`src/rtl/muldiv_pkg.sv`:
```
// Shared definitions for the iterative multiply/divide unit: op codes,
// FSM state encoding, default sizing and small op-decode helpers.
package muldiv_pkg;

  localparam int DEF_WIDTH   = 32;
  localparam int DEF_MUL_LAT = 5;

  typedef enum logic [2:0] {
    OP_MULT  = 3'd0,
    OP_MULTU = 3'd1,
    OP_DIV   = 3'd2,
    OP_DIVU  = 3'd3,
    OP_MADD  = 3'd4,
    OP_MADDU = 3'd5,
    OP_MSUB  = 3'd6,
    OP_MSUBU = 3'd7
  } op_t;

  typedef enum logic [1:0] {
    IDLE = 2'd0,
    MUL  = 2'd1,
    DIV  = 2'd2,
    FIX  = 2'd3
  } state_t;

  // Even op codes are the signed flavours.
  function automatic logic op_signed(input logic [2:0] op);
    return ~op[0];
  endfunction

  function automatic logic op_is_div(input logic [2:0] op);
    return (op[2:1] == 2'b01);
  endfunction

endpackage

```
`src/rtl/muldiv_if.sv`:
```
// Request/result bundle between a pipeline and the muldiv_iter unit.
interface muldiv_if import muldiv_pkg::*; #(
  parameter int WIDTH = DEF_WIDTH
);
  // Handshake: start is a one-cycle request honoured only on an edge where
  // busy=0 (otherwise dropped, never queued); once accepted busy stays high
  // until the completion edge, which raises done for exactly one cycle with
  // hi/lo already holding the result. cancel/we are plain strobes.
  logic             start;
  logic [2:0]       op;
  logic [WIDTH-1:0] a;
  logic [WIDTH-1:0] b;
  logic             cancel;
  logic             we;
  logic             whi;
  logic [WIDTH-1:0] wdata;
  logic             busy;
  logic             done;
  logic [WIDTH-1:0] hi;
  logic [WIDTH-1:0] lo;

  modport master (
    output start, op, a, b, cancel, we, whi, wdata,
    input  busy, done, hi, lo
  );

  modport slave (
    input  start, op, a, b, cancel, we, whi, wdata,
    output busy, done, hi, lo
  );

endinterface

```
`src/rtl/div_iter.sv`:
```
// Radix-2 restoring divider: one setup cycle for magnitudes, WIDTH
// iterations, and a combinational sign fix read out while the parent is in FIX.
module div_iter import muldiv_pkg::*; #(
  parameter int WIDTH = DEF_WIDTH
) (
  input  logic             clk,
  input  logic             clr_n,
  input  logic             run,
  input  logic             sgn,
  input  logic [WIDTH-1:0] a,
  input  logic [WIDTH-1:0] b,
  output logic             last,
  output logic [WIDTH-1:0] quo_out,
  output logic [WIDTH-1:0] rem_out
);

  localparam int NW = $clog2(WIDTH + 1);

  logic [NW-1:0]    cnt;
  logic [WIDTH-1:0] rem;
  logic [WIDTH-1:0] quo;
  logic [WIDTH-1:0] dvs;
  logic             neg_q;
  logic             neg_r;
  logic             dz;
  logic [WIDTH-1:0] mag_a;
  logic [WIDTH-1:0] mag_b;
  logic [WIDTH:0]   shifted;
  logic [WIDTH:0]   diff;

  assign mag_a   = (sgn && a[WIDTH-1]) ? -a : a;
  assign mag_b   = (sgn && b[WIDTH-1]) ? -b : b;
  assign shifted = {rem, quo[WIDTH-1]};
  assign diff    = shifted - {1'b0, dvs};
  // cnt==WIDTH on the edge performing the final quotient bit
  assign last    = run && (cnt == NW'(WIDTH));

  always_ff @(posedge clk or negedge clr_n) begin
    if (!clr_n) begin
      cnt   <= '0;
      rem   <= '0;
      quo   <= '0;
      dvs   <= '0;
      neg_q <= 1'b0;
      neg_r <= 1'b0;
      dz    <= 1'b0;
    end else if (!run) begin
      cnt <= '0;
    end else if (cnt == '0) begin
      rem   <= '0;
      quo   <= mag_a;
      dvs   <= mag_b;
      neg_q <= sgn && (a[WIDTH-1] ^ b[WIDTH-1]);
      neg_r <= sgn && a[WIDTH-1];
      dz    <= (b == '0);
      cnt   <= NW'(1);
    end else begin
      if (!diff[WIDTH]) begin
        rem <= diff[WIDTH-1:0];
        quo <= {quo[WIDTH-2:0], 1'b1};
      end else begin
        rem <= shifted[WIDTH-1:0];
        quo <= {quo[WIDTH-2:0], 1'b0};
      end
      cnt <= cnt + NW'(1);
    end
  end

  // Divide by zero bypasses the sign fix: quotient all ones, remainder = a.
  assign quo_out = dz ? '1 : (neg_q ? -quo : quo);
  assign rem_out = dz ? a  : (neg_r ? -rem : rem);

endmodule

```
`src/rtl/muldiv_iter.sv`:
```
// Iterative multiply/divide unit with HI/LO result registers.
// Define MULDIV_MADD_EN to enable MADD/MADDU/MSUB/MSUBU (ops 4-7).
module muldiv_iter import muldiv_pkg::*; #(
  parameter int WIDTH   = DEF_WIDTH,
  parameter int MUL_LAT = DEF_MUL_LAT
) (
  input  logic     clk,
  input  logic     clr_n,
  muldiv_if.slave  bus,
  output state_t   dbg_state
);

  localparam int CW = $clog2(MUL_LAT + 1);

  state_t             state;
  state_t             state_nxt;
  logic [WIDTH-1:0]   a_q;
  logic [WIDTH-1:0]   b_q;
  logic               sgn_q;
  logic [CW-1:0]      mul_cnt;
  logic               busy_q;
  logic               done_q;
  logic [WIDTH-1:0]   hi_q;
  logic [WIDTH-1:0]   lo_q;
  logic               complete;
  logic               op_legal;
  logic               start_ok;
  logic               is_div;
  logic               div_last;
  logic [WIDTH-1:0]   div_q;
  logic [WIDTH-1:0]   div_r;
  logic [2*WIDTH-1:0] ext_a;
  logic [2*WIDTH-1:0] ext_b;
  logic [2*WIDTH-1:0] prod;
  logic [2*WIDTH-1:0] mul_res;

`ifdef MULDIV_MADD_EN
  logic acc_q;
  logic sub_q;
  assign op_legal = 1'b1;
`else
  assign op_legal = ~bus.op[2];
`endif

  assign is_div   = op_is_div(bus.op);
  assign start_ok = bus.start && op_legal && (state == IDLE);

  always_comb begin
    state_nxt = state;
    complete  = 1'b0;
    case (state)
      IDLE: if (start_ok) state_nxt = is_div ? DIV : MUL;
      MUL: begin
        if (mul_cnt == '0) begin
          state_nxt = IDLE;
          complete  = 1'b1;
        end
      end
      DIV:  if (div_last) state_nxt = FIX;
      FIX: begin
        state_nxt = IDLE;
        complete  = 1'b1;
      end
      default: state_nxt = IDLE;
    endcase
    // A flush beats a completion landing on the same edge.
    if (bus.cancel && (state != IDLE)) begin
      state_nxt = IDLE;
      complete  = 1'b0;
    end
  end

  always_ff @(posedge clk or negedge clr_n) begin
    if (!clr_n) state <= IDLE;
    else        state <= state_nxt;
  end

  always_ff @(posedge clk or negedge clr_n) begin
    if (!clr_n) begin
      a_q   <= '0;
      b_q   <= '0;
      sgn_q <= 1'b0;
`ifdef MULDIV_MADD_EN
      acc_q <= 1'b0;
      sub_q <= 1'b0;
`endif
    end else if (start_ok) begin
      a_q   <= bus.a;
      b_q   <= bus.b;
      sgn_q <= op_signed(bus.op);
`ifdef MULDIV_MADD_EN
      acc_q <= bus.op[2];
      sub_q <= bus.op[1];
`endif
    end
  end

  always_ff @(posedge clk or negedge clr_n) begin
    if (!clr_n)                              mul_cnt <= '0;
    else if (start_ok)                       mul_cnt <= CW'(MUL_LAT - 1);
    else if (state == MUL && mul_cnt != '0)  mul_cnt <= mul_cnt - CW'(1);
  end

  // Sign/zero-extended 2W-bit product: low 2W bits are exact either way.
  assign ext_a = sgn_q ? {{WIDTH{a_q[WIDTH-1]}}, a_q} : {{WIDTH{1'b0}}, a_q};
  assign ext_b = sgn_q ? {{WIDTH{b_q[WIDTH-1]}}, b_q} : {{WIDTH{1'b0}}, b_q};
  assign prod  = ext_a * ext_b;

`ifdef MULDIV_MADD_EN
  // HI/LO are read at completion; they cannot change while busy.
  assign mul_res = !acc_q ? prod :
                   sub_q  ? ({hi_q, lo_q} - prod) : ({hi_q, lo_q} + prod);
`else
  assign mul_res = prod;
`endif

  div_iter #(.WIDTH(WIDTH)) u_div (
    .clk     (clk),
    .clr_n   (clr_n),
    .run     (state == DIV),
    .sgn     (sgn_q),
    .a       (a_q),
    .b       (b_q),
    .last    (div_last),
    .quo_out (div_q),
    .rem_out (div_r)
  );

  // Direct writes only land in IDLE, so they never collide with a completion.
  always_ff @(posedge clk or negedge clr_n) begin
    if (!clr_n) begin
      hi_q <= '0;
      lo_q <= '0;
    end else if (complete) begin
      if (state == FIX) {hi_q, lo_q} <= {div_r, div_q};
      else              {hi_q, lo_q} <= mul_res;
    end else if (bus.we && state == IDLE) begin
      if (bus.whi) hi_q <= bus.wdata;
      else         lo_q <= bus.wdata;
    end
  end

  always_ff @(posedge clk or negedge clr_n) begin
    if (!clr_n) begin
      busy_q <= 1'b0;
      done_q <= 1'b0;
    end else begin
      busy_q <= (state_nxt != IDLE);
      done_q <= complete;
    end
  end

  assign bus.busy  = busy_q;
  assign bus.done  = done_q;
  assign bus.hi    = hi_q;
  assign bus.lo    = lo_q;
  assign dbg_state = state;

endmodule

```
`src/flat_wrapper.sv`:
```
// flat-port wrapper written by rule: the top's interface ports become plain ports
module muldiv_iter_flat import muldiv_pkg::*;
#(
  parameter int WIDTH   = DEF_WIDTH,
  parameter int MUL_LAT = DEF_MUL_LAT
)
  (clk, clr_n, dbg_state, bus_start, bus_op, bus_a, bus_b, bus_cancel, bus_we, bus_whi, bus_wdata, bus_busy, bus_done, bus_hi, bus_lo);
  muldiv_if #(.WIDTH(WIDTH)) bus_i ();
  input  logic clk;
  input  logic clr_n;
  output state_t dbg_state;
  input wire logic [$bits(bus_i.start)-1:0] bus_start;
  input wire logic [$bits(bus_i.op)-1:0] bus_op;
  input wire logic [$bits(bus_i.a)-1:0] bus_a;
  input wire logic [$bits(bus_i.b)-1:0] bus_b;
  input wire logic [$bits(bus_i.cancel)-1:0] bus_cancel;
  input wire logic [$bits(bus_i.we)-1:0] bus_we;
  input wire logic [$bits(bus_i.whi)-1:0] bus_whi;
  input wire logic [$bits(bus_i.wdata)-1:0] bus_wdata;
  output wire logic [$bits(bus_i.busy)-1:0] bus_busy;
  output wire logic [$bits(bus_i.done)-1:0] bus_done;
  output wire logic [$bits(bus_i.hi)-1:0] bus_hi;
  output wire logic [$bits(bus_i.lo)-1:0] bus_lo;
  assign bus_i.start = bus_start;
  assign bus_i.op = bus_op;
  assign bus_i.a = bus_a;
  assign bus_i.b = bus_b;
  assign bus_i.cancel = bus_cancel;
  assign bus_i.we = bus_we;
  assign bus_i.whi = bus_whi;
  assign bus_i.wdata = bus_wdata;
  assign bus_busy = bus_i.busy;
  assign bus_done = bus_i.done;
  assign bus_hi = bus_i.hi;
  assign bus_lo = bus_i.lo;
  muldiv_iter #(.WIDTH(WIDTH), .MUL_LAT(MUL_LAT)) u_core (.clk(clk), .clr_n(clr_n), .bus(bus_i), .dbg_state(dbg_state));
endmodule
```
`config.mk`:
```
export PLATFORM = sky130hd
export DESIGN_NAME = muldiv_iter_flat
export DESIGN_NICKNAME = d
export VERILOG_FILES = /design/src/rtl/muldiv_pkg.sv /design/src/rtl/muldiv_if.sv /design/src/rtl/div_iter.sv /design/src/rtl/muldiv_iter.sv /design/src/flat_wrapper.sv
export SDC_FILE = /design/constraint.sdc
export NUM_CORES = 2
export LEC_CHECK = 0
export BUFFER_PORTS_ARGS = -buffer_cell sky130_fd_sc_hd__buf_2
export CORE_MARGIN = 1
export CORE_UTILIZATION = 55
export CTS_CLUSTER_DIAMETER = 200
export DETAILED_ROUTE_END_ITERATION = 8
export GPL_TIMING_DRIVEN = 1
export PLACE_DENSITY = 0.82
export SYNTH_ARGS = -nofsm -noshare
export SYNTH_HDL_FRONTEND = slang
export SYNTH_SLANG_ARGS = --single-unit
export TNS_END_PERCENT = 10
```
`constraint.sdc`:
```
create_clock -name clk -period 27.9 [get_ports clk]
set_input_delay 1.395 -clock clk [delete_from_list [all_inputs] [get_ports clk]]
set_output_delay 1.395 -clock clk [all_outputs]
set_load 0.01 [all_outputs]
```
# After elaboration in Yosys (flattened, before gate mapping)
# Cells that the tools add are included.
# W data, S select, Z words.
[word_totals]
register_bits = 241
input_bits = 105
out_inout_bits = 68
word_cells = 88
[op_classes]
n_addsub = 7
mul = 1
eq_ne = 6
n_mux = 33
bitwise_logic = 3
reduce_logical = 22
[ops]
columns = ["op", "count"]
rows = [
  ["$mux W32", 17],
  ["$mux W64", 2],
  ["$neg A32 Y32", 4],
  ["$mul A64 B64 Y64", 1],
  ["$sub A33 B32 Y33", 1],
  ["$logic_not A32 Y1", 1],
  ["$mux W6", 2],
  ["$mux W2", 5],
  ["$reduce_bool A2 Y1", 5],
  ["$logic_and A1 B1 Y1", 9],
  ["$pmux W2 S4", 1],
  ["$add A6 B1 Y6 const B", 1],
  ["$eq A6 B6 Y1 const B", 1],
  ["$logic_not A6 Y1", 1],
  ["$mux W3", 2],
  ["$reduce_and A2 Y1", 3],
  ["$eq A2 B1 Y1 const B", 2],
  ["$eq A2 B2 Y1 const B", 2],
  ["$logic_not A3 Y1", 1],
  ["$mux W1", 3],
  ["$reduce_bool A3 Y1", 1],
  ["$sub A3 B1 Y3 const B", 1],
  ["$logic_not A2 Y1", 1],
  ["$ne A2 B1 Y1 const B", 1],
  ["other kinds (3)", 4],
]

# Depth between registers and ports, before layout
[logic_depth]
ltp_word = 7
depth_mapped = 35
mapped_depth_nobuf = 32

# Modules after synthesis
# A second synthesis with hierarchy kept.
[hier_totals]
cells_unflattened = 7095
hier_area_um2 = 63902.5
[modules_own_cells]
columns = ["mod", "n_inst", "cells_each", "area_each_um2", "seq_area_each_um2"]
rows = [
  ["muldiv_iter", 1, 5828, 54183.2, 3403.3],
  ["div_iter", 1, 1267, 9719.3, 2627.5],
]

# Worst setup path before layout
# Ideal clock, no wire load.
[synth_timing]
path_kind = "register to register"
start = "register u_core.sgn_q"
end = "register u_core.hi_q[29], in the netlist u_core.bus.hi[29]"
setup_ps = 86
arrival_time_ps = 9227
t_required_ps = 27814
path_slack_ps = 18587
path_stages_with_launch = 31
n_path_buf = 3
synth_period_minus_slack_ps = 9313
path_cell_list = "dfrtp_1 -> and2_1 -> clkbuf_1 -> buf_1 -> nand2_1 -> fa_1 -> inv_1 -> fa_1 -> fa_1 -> inv_1 -> fa_1 -> inv_1 -> fa_1 -> fa_1 -> fa_1 -> fa_1 -> fa_1 -> inv_1 -> fa_1 -> inv_1 -> ha_1 -> clkbuf_1 -> a21o_1 -> a211o_1 -> nor3_1 -> nor3_1 -> o31a_1 -> a2111oi_0 -> nor3_1 -> and3_1 -> nor3_1"
[synth_between]
elab_chain_cells = 4
elab_cells_between_ends = 5
classes_between = "mul: 1; mux: 4"
[synth_lines]
columns = ["element", "line_no", "source"]
rows = [
  ["start: declaration", "muldiv_iter.sv:19", "logic sgn_q;"],
  ["start signal: assignment", "muldiv_iter.sv:90", "sgn_q <= op_signed(bus.op);"],
  ["$mux W64 (on tied branches)", "muldiv_iter.sv:105, muldiv_iter.sv:106", ""],
  ["$mul A64 B64 Y64 *", "muldiv_iter.sv:107", "assign prod = ext_a * ext_b;"],
  ["$mux W32 *", "muldiv_iter.sv:135", "if (state == FIX) {hi_q, lo_q} <= {div_r, div_q};"],
  ["$mux W32 *", "muldiv_iter.sv:134", "end else if (complete) begin"],
  ["end signal: assignment", "muldiv_iter.sv:135", ""],
  ["end signal: assignment", "muldiv_iter.sv:136", "else {hi_q, lo_q} <= mul_res;"],
  ["end signal: assignment", "muldiv_iter.sv:138", "if (bus.whi) hi_q <= bus.wdata;"],
  ["end: declaration", "muldiv_iter.sv:23", "logic [WIDTH-1:0] hi_q;"],
]
# Mark *: on every way between the ends. The rest lies on a longest branch, timed or not.
# A chain may end at the register's enable or synchronous reset.

# Worst setup path in the final report
[layout_timing]
start = "register u_core.a_q[31]"
end = "register u_core.hi_q[30], in the netlist u_core.bus.hi[30]"
[layout_between]
elab_chain_cells = 4
[layout_lines]
columns = ["element", "line_no", "source"]
rows = [
  ["start: declaration", "muldiv_iter.sv:17", "logic [WIDTH-1:0] a_q;"],
  ["start signal: assignment", "muldiv_iter.sv:88", "a_q <= bus.a;"],
  ["$mux W64", "muldiv_iter.sv:105", "assign ext_a = sgn_q ? {{WIDTH{a_q[WIDTH-1]}}, a_q} : {{WIDTH{1'b0}}, a_q};"],
  ["$mul A64 B64 Y64", "muldiv_iter.sv:107", ""],
  ["$mux W32", "muldiv_iter.sv:135", ""],
  ["$mux W32", "muldiv_iter.sv:134", ""],
]
# No other way between the ends.

==> results.cfg <==
[worst_setup_path]
cpPeakStageDelay_ps = 1170
cp_slowest_cell = dfrtp_1
crit_fanout = 36
worstPathRequired_ps = 28400
crit_path_start_kind = flop
timing.critical_path.mode_cell = fa_1
cp-end-kind = flop
criticalPathCategory = flop to flop
worst_ep_arrival_time_ps = 11820

[outcome]
outcome = finished, final reports clean

[cells_and_area]
diodes = 0
fillers = 9426
nNetsFinal = 8731
areaGrowthSynthToFinish_pct = 4.76
drive_gt1_frac = 0.0537

[logic_synthesis]
syn_area_um2 = 63100
synthFlopType = dfrtp_1
seq_area_frac_synth = 0.0956
synth_edf_count = 0
synth_area_per_cell_um2 = 9.06
synthDistinctLibCells = 78
ys_warn_count = 0
synth_nets = 8834
synth-async-reset-ratio = 1.00
yosys_register_bits = 241
syn_inst = 6960

[timing]
slew_viol_final = 0
setup_violations = 0
period_needed_ps = 11320
slew_headroom = 0.0919
worst_slew_pin_slew_ps = 1360
rsz0062_at_grt = no
finalCritPeriodShare = 0.406
hold_viol_final = 0
setup_tns_ps = 0
clock.fmax_mhz = 88.3
skew_ps = 42.6

[flow_run]
max_cap_viol_count = 0

[global_route]
grt_pass1_wl_um = 301000
first_global_vias = 53064
grt_max_degree = 151
track_usage = 0.338
antenna_found_initial = 6
grt.overflow.total = 0

[clock_tree]
cts.sinks = 241
cts_hold_repair.buffers = 0
cts_buffers = 28
clk_pin_slew_worst_paths_ps = 60
cts.root.buffer_cell = clkbuf_16
cts_buffer_depth = 3
post_cts_buffers = 0
cts_tree = done
clk-insertion-delay-late_ps = 630
cts_resized = 0
h-tree-depth = 1

[drt]
drtIter0Drc = 4471
vias = 48514
routed_wirelength_um = 189000
routed_via_density = 5.79
drt-pass1-iter-count = 8
avgRoutedWirePerCell_um = 22.6
drtAntennaViolNets = 0
remaining_drc_errors = 0

[place]
gp_congestion = 1.01
io_buffers = 172
dp_hpwl_um = 148000

[floorplan]
die_x_um = 341
core_um2 = 113000
die_area_um2 = 116000
fp.dieH_um = 341
start_util = 0.558
num_io_pins = 173
std_cell_rows = 123

[worst_hold_path]
hp-class = flop to flop
path summary, 6_finish.rpt:
kind                           startpoint           endpoint  slack, ps  depth (start not counted)
setup / recovery           u_core.a_q[31]  u_core.bus.hi[30]      16580                         28
hold / removal             u_core.a_q[23]     u_core.a_q[23]        470                          2
setup reg to reg           u_core.a_q[31]  u_core.bus.hi[30]      16580                         28
hold reg to reg            u_core.a_q[23]     u_core.a_q[23]        470                          2
max in group asynchronous           clr_n     u_core.b_q[25]      25570                          2
min in group asynchronous           clr_n      u_core.b_q[2]        800                          1
kinds of logic (layout without fill, tap and decap cells):
logic type / count (synthesis) / in the layout / share of synthesized area
AND/OR/NAND/NOR: 1923 / 1923 / 0.148
adder cells (fa/ha/maj): 1771 / 1771 / 0.520
XOR/XNOR: 263 / 263 / 0.0366
flip-flops: 241 / 241 / 0.0956
AO/OA/AOI/OAI: 728 / 728 / 0.0717
multiplexers: 69 / 69 / 0.0110
buffers and inverters: 1965 / 1882 / 0.117
layout by cell type, fill, tap and decap left out, types with 94 or more instances in the layout:
| master | count |
|---|---|
| fa_1 | 1420 |
| dfrtp_1 | 228 |
| buf_2 | 171 |
| nand2_1 | 933 |
| xnor2_1 | 167 |
| xor2_1 | 95 |
| o21ai_0 | 231 |
| and2_1 | 588 |
| ha_1 | 349 |
| a21oi_1 | 173 |
| nor2_1 | 145 |
| buf_4 | 94 |
| inv_1 | 1564 |
Yosys cell counts (66+ instances only):
| master | n | area share |
|---|---|---|
| nand2_1 | 936 | 0.056 |
| ha_1 | 349 | 0.069 |
| inv_1 | 1565 | 0.093 |
| and2_1 | 589 | 0.058 |
| o21ai_0 | 232 | 0.018 |
| dfrtp_1 | 241 | 0.096 |
| mux2i_1 | 66 | 0.010 |
| clkbuf_1 | 351 | 0.021 |
| a21oi_1 | 173 | 0.014 |
| fa_1 | 1420 | 0.45 |
| nor2_1 | 146 | 0.0087 |
| xnor2_1 | 167 | 0.023 |
| xor2_1 | 95 | 0.013 |
stage by stage:
step | setup slack (ps) | area (µm²) | utilization | instances | hold slack, ps
after detailed placement | 16730 | 65100 | 0.575 | 8327 | 463
after global routing | 16160 | 66100 | 0.584 | 8377 | 495
after global placement | 16920 | 65100 | 0.575 | 8327 | 458
final | 16580 | 66100 | 0.584 | 8377 | 475
after floorplan | 18590 | 63100 | - | 6960 | 450
after CTS | 16710 | 66100 | 0.584 | 8377 | 478
metal layers:
metal	up-vias	global-route usage	share of wire
met5	-	0	0.00011
met4	4	0.177	0.066
met3	719	0.0736	0.10
met2	2568	0.551	0.47
met1	24672	0.423	0.36
li1	20551	-	-
critical path: cells and delay by family, from the launching register on:
kind | cells | cell delay (ps)
DFF | 1 | 1170
adders and majority gates | 11 | 5820
AOI/OAI and AO/OA | 3 | 1410
and+or+nand+nor | 6 | 1070
muxes | 1 | 210
buffers and inverters | 7 | 1520
layout make-up:
class                      count  area (µm²)  area share
clock buffer                  33         729      0.0110
clock inverter                17         260     0.00394
inverter                    1565        5870      0.0889
multi-input combinational   4754       49700       0.752
sequential                   241        6050      0.0915
tap                         1500        1880      0.0284
timing repair buffer         267        1600      0.0242
state kept, by name (all words and copies together), names as in the netlist, 2 cells and up:
name,flops
u_core.bus.hi,32
u_core.dbg_state,2
u_core.b_q,32
u_core.u_div.dvs,32
u_core.u_div.rem,32
u_core.u_div.quo,32
u_core.a_q,32
u_core.bus.lo,32
u_core.mul_cnt,3
u_core.u_div.cnt,6
Power is left out: the tool's default activity adds up to more than one toggle a clock period on the data nets, which glitch-free logic cannot reach.
